$ cat src/rtl/ctrl_seq.sv
// Multi-cycle control sequencer: decodes the current instruction into datapath
// strobes, stretches loads/stores over MEM_LAT wait cycles and counts busy cycles.
module ctrl_seq #(
  parameter int IW      = 9,
  parameter int OPW     = 4,
  parameter int MEM_LAT = 1,
  parameter int CW      = 16
) (
  input  logic           Clk,
  input  logic           Reset,
  input  logic           Start,
  input  logic [IW-1:0]  Instruction,
  output logic           PCEn,
  output logic           BranchEn,
  output logic           RegWrEn,
  output logic           MemWrEn,
  output logic           MemRdEn,
  output logic           ALUEn,
  output logic           LUTdm,
  output logic [OPW-1:0] AluOp,
  output logic           Busy,
  output logic           Ack,
  output logic [CW-1:0]  CycleCnt
);

  typedef enum logic [1:0] {IDLE, RUN, MEMWAIT, DONE} state_t;

  localparam bit         HAS_LAT   = (MEM_LAT > 0);
  localparam logic [3:0] WAIT_INIT = (MEM_LAT > 0) ? 4'(MEM_LAT - 1) : 4'd0;

  state_t         state;
  logic [3:0]     wait_cnt;
  logic [OPW-1:0] op_lat;

  logic [OPW-1:0] opcode;
  logic           halt;
  logic           cur_mem;
  logic [5:0]     dec_cur;
  logic [5:0]     dec_lat;

  // Strobe bundle order: {BranchEn, RegWrEn, MemWrEn, MemRdEn, ALUEn, LUTdm}
  function automatic logic [5:0] decode(input logic [OPW-1:0] op);
    logic [5:0] d;
    d = 6'b000000;
    case (op)
      OPW'(0):  d = 6'b010100;
      OPW'(1):  d = 6'b010101;
      OPW'(2):  d = 6'b001001;
      OPW'(3):  d = 6'b001000;
      OPW'(4), OPW'(5), OPW'(6), OPW'(7),
      OPW'(9), OPW'(10), OPW'(14):
                d = 6'b010010;
      OPW'(8):  d = 6'b010000;
      OPW'(11), OPW'(13):
                d = 6'b100000;
      default:  d = 6'b000000;
    endcase
    return d;
  endfunction

  function automatic logic is_mem(input logic [OPW-1:0] op);
    return (op == OPW'(0)) || (op == OPW'(1)) || (op == OPW'(2)) || (op == OPW'(3));
  endfunction

  function automatic logic is_load(input logic [OPW-1:0] op);
    return (op == OPW'(0)) || (op == OPW'(1));
  endfunction

  assign opcode  = Instruction[IW-1:IW-OPW];
  assign halt    = &Instruction;
  assign cur_mem = HAS_LAT && is_mem(opcode);
  assign dec_cur = decode(opcode);
  assign dec_lat = decode(op_lat);

  always_ff @(posedge Clk or posedge Reset) begin
    if (Reset) begin
      state    <= IDLE;
      wait_cnt <= '0;
      op_lat   <= '0;
      CycleCnt <= '0;
      Busy     <= 1'b0;
      Ack      <= 1'b0;
    end else begin
      if ((state == RUN || state == MEMWAIT) && !(&CycleCnt))
        CycleCnt <= CycleCnt + CW'(1);
      case (state)
        IDLE, DONE: begin
          if (Start) begin
            state    <= RUN;
            CycleCnt <= '0;
            Busy     <= 1'b1;
            Ack      <= 1'b0;
          end
        end
        RUN: begin
          if (halt) begin
            state <= DONE;
            Busy  <= 1'b0;
            Ack   <= 1'b1;
          end else if (cur_mem) begin
            state    <= MEMWAIT;
            wait_cnt <= WAIT_INIT;
            op_lat   <= opcode;
          end
        end
        MEMWAIT: begin
          if (wait_cnt == 4'd0) state <= RUN;
          else                  wait_cnt <= wait_cnt - 4'd1;
        end
        default: state <= IDLE;
      endcase
    end
  end

  // Strobes follow the live instruction in RUN, the latched opcode in MEMWAIT.
  always_comb begin
    PCEn     = 1'b0;
    BranchEn = 1'b0;
    RegWrEn  = 1'b0;
    MemWrEn  = 1'b0;
    MemRdEn  = 1'b0;
    ALUEn    = 1'b0;
    LUTdm    = 1'b0;
    AluOp    = '0;
    case (state)
      RUN: begin
        AluOp = opcode;
        if (!halt) begin
          {BranchEn, RegWrEn, MemWrEn, MemRdEn, ALUEn, LUTdm} = dec_cur;
          if (cur_mem) RegWrEn = 1'b0;
          else         PCEn    = 1'b1;
        end
      end
      MEMWAIT: begin
        AluOp = op_lat;
        if (is_load(op_lat)) begin
          MemRdEn = 1'b1;
          LUTdm   = dec_lat[0];
          RegWrEn = (wait_cnt == 4'd0);
        end
        PCEn = (wait_cnt == 4'd0);
      end
      default: ;
    endcase
  end

endmodule
$ cat config.mk
export PLATFORM = sky130hd
export DESIGN_NAME = ctrl_seq
export DESIGN_NICKNAME = d
export VERILOG_FILES = /design/src/rtl/ctrl_seq.sv
export SDC_FILE = /design/constraint.sdc
export NUM_CORES = 1
export LEC_CHECK = 0
export BUFFER_PORTS_ARGS = -buffer_cell sky130_fd_sc_hd__buf_4
export CAP_MARGIN = 10
export CORE_AREA = 2 2 83 85
export CTS_BUF_LIST = sky130_fd_sc_hd__clkbuf_4 sky130_fd_sc_hd__clkbuf_8
export DETAILED_ROUTE_END_ITERATION = 6
export DIE_AREA = 0 0 85 87
export GPL_ROUTABILITY_DRIVEN = 1
export HOLD_SLACK_MARGIN = 0.08
export PLACE_DENSITY = 0.55
export SLEW_MARGIN = 20
export SYNTH_ARGS = -nofsm -noshare
export SYNTH_HDL_FRONTEND = slang
export SYNTH_SLANG_ARGS = --single-unit
$ cat constraint.sdc
create_clock -name Clk -period 3.25 [get_ports Clk]
set_input_delay 0.65 -clock Clk [delete_from_list [all_inputs] [get_ports Clk]]
set_output_delay 0.65 -clock Clk [all_outputs]
set_load 0.01 [all_outputs]
==> reports/metrics.yaml <==
die_x_um: 85
slew_headroom: 0.501
initial_utilization: 0.286
worst-r2r-setup-slack_ns: 0.95
finalSetupViolCount: 0
syn_to_final_growth_pct: 25.1
multiInputGateArea_um2: 1080
antenna_found_initial: 0
layout_common_cells: "buf_4 (44), dfrtp_1 (28), nand2_1 (24), nor2_1 (18), inv_1 (17)"
portBuffers: 40
avgSynthCellArea_um2: 8.49
path_class: "reg -> out"
dp.final_hpwl_mm: 3.64
cp-start-kind: "register"
cp_data_required_time_ns: 2.60
grt_pass1_vias: 1711
gp_congestion: 0.797
cts_tree: "done"
finalCriticalPeriod_ns: 2.78
tightest_slew_ns: 0.742
drv_cap: 0
async_flop_share: 1.00
yosysUniqueCellTypes: 48
vdd.ir_drop.worst_v: 0.000289
dieArea_um2: 7400
io_pins: 41
rsz0062_at_grt: "no"
rows: 30
grt_usage: 0.135
grt_first_pass_wirelength_mm: 8.12
cts_setup_buffers: 0
cts_buffers: 3
hold_violations: 0
powerDensity_nw_per_um2: 599
placedCellCount: 338
clk-insertion-delay-late_ns: 0.29
holdBufCountCts: 0
nNetsFinal: 284
end_kind: "output pin"
cts_max_level: 1
regArea_um2: 701
ys.flop_type: "dfrtp_1"
gr-total-overflow: 0
die_h_um: 87
skew_ns: 0.00777
power.total_mw: 1.41
firstDrtPassIters: 4
placed_cell_area_um2: 2270
instances_no_fill: 342
root_buffer: "clkbuf_8"
viasPerCell: 5.39
post_drt_wl_per_cell_um: 14.5
synth_seq_cells: 28
p_leak_nw: 1.05
yosysSeqAreaShare: 0.374
critPathMaxFanout: 10
clk_pin_slew_ns: 0.11
synth_edf_count: 0
cp.arrival_ns: 2.13
cts_resized: 0
drc: 0
grt_max_degree: 29
tns_ns: 0
hp-class: "in -> async"
maxSlewViolCount: 0
fillers: 706
cts_buffer_depth: 2
wl_mm: 4.96
clock_sinks: 28
syn_area_um2: 1880
synthCells: 221
fmax_mhz: 359
fin_crit_sh: 0.856
drt_iter0_markers: 50
core_area_um2: 6570
outcome: "finished clean"
drive_above_1_share: 0.210
yosys_warnings: 0
antenna_cells: 0
fin_area_um2: 2350
synthesis.nets: 242
final_common_cell: "buf_4"
vias: 1844
antenna_left: 0
layer usage:
layer | wire length (um) | vias up | track usage | share of wire
met3 | 323 | 9 | 0.0332 | 0.065
met5 | 0 | - | 0 | 0
met1 | 2260 | 880 | 0.169 | 0.45
li1 | - | 898 | - | -
met2 | 2310 | 57 | 0.228 | 0.47
met4 | 73 | 0 | 0.0447 | 0.015
sequential cells by signal, summed over array words and instances (netlist names):
register and flops:
Busy 1, op_lat 4, Ack 1, wait_cnt 4, state 2, CycleCnt 16
path summary, 6_finish.rpt:
check / from / to / cells after the start
setup / recovery: state[0] / RegWrEn / 8
hold / removal: Reset / CycleCnt[0] / 3
setup reg to reg: state[0] / CycleCnt[7] / 6
hold reg to reg: op_lat[1] / op_lat[1] / 1
max in group asynchronous: Reset / op_lat[1] / 3
min in group Clk: op_lat[1] / op_lat[1] / 1
cells by family (layout without fill, tap and decap cells):
group	after synthesis	in the layout	synth area share
adder cells (fa/ha/maj)	9	9	0.0600
multiplexers	8	8	0.0434
buffers and inverters	24	65	0.0507
AO/OA/AOI/OAI	57	57	0.196
AND/OR/NAND/NOR	95	95	0.276
flip-flops	28	28	0.374
critical path, stage by stage (launching register included):
cell and delay, ns:
dfrtp_1 0.41, inv_1 0.06, ha_1 0.14, buf_4 0.18
inv_1 0.13, nor4_1 0.49, a22oi_1 0.17, nor2_1 0.14
buf_4 0.14
layout make-up:
type                    instances  area share
clock buffers                   3      0.0176
clock inverters                 1      0.0128
inverters                      17      0.0272
multi-input cells             169       0.460
flip-flops and latches         28       0.299
well taps                      80      0.0427
repair buffers                 44       0.141
per-stage QoR:
stage          hold slack (ns)  worst slack, ns   util
3_3_place_gp             0.510            0.835  0.346
6_report                 0.420            0.468  0.357
3_5_place_dp             0.506            0.814  0.346
4_1_cts                  0.432            0.493  0.357
5_1_grt                  0.455            0.261  0.357
2_1_floorplan            0.472            0.950      -
synthesized netlist by cell type (all sizes together) (4+ instances only):
cell | n | area (um2)
a21oi | 12 | 60.1
a22oi | 7 | 52.6
and2 | 4 | 25.0
clkbuf | 5 | 18.8
dfrtp | 28 | 701
ha | 9 | 113
inv | 17 | 63.8
mux2i | 7 | 70.1
nand2 | 24 | 90.1
nand3 | 7 | 35.0
nand4 | 7 | 50.1
nor2 | 18 | 67.6
nor3 | 5 | 25.0
nor4 | 6 | 37.5
o21ai | 16 | 80.1
report_power, final:
group / switching [mW] / leakage, nW / total, mW / internal [mW]
Combinational: 0.360 / 0.637 / 0.644 / 0.285
Clock: 0.122 / 0.0357 / 0.288 / 0.165
Sequential: 0.0732 / 0.372 / 0.474 / 0.401
Power figures use the tool's default switching activity.
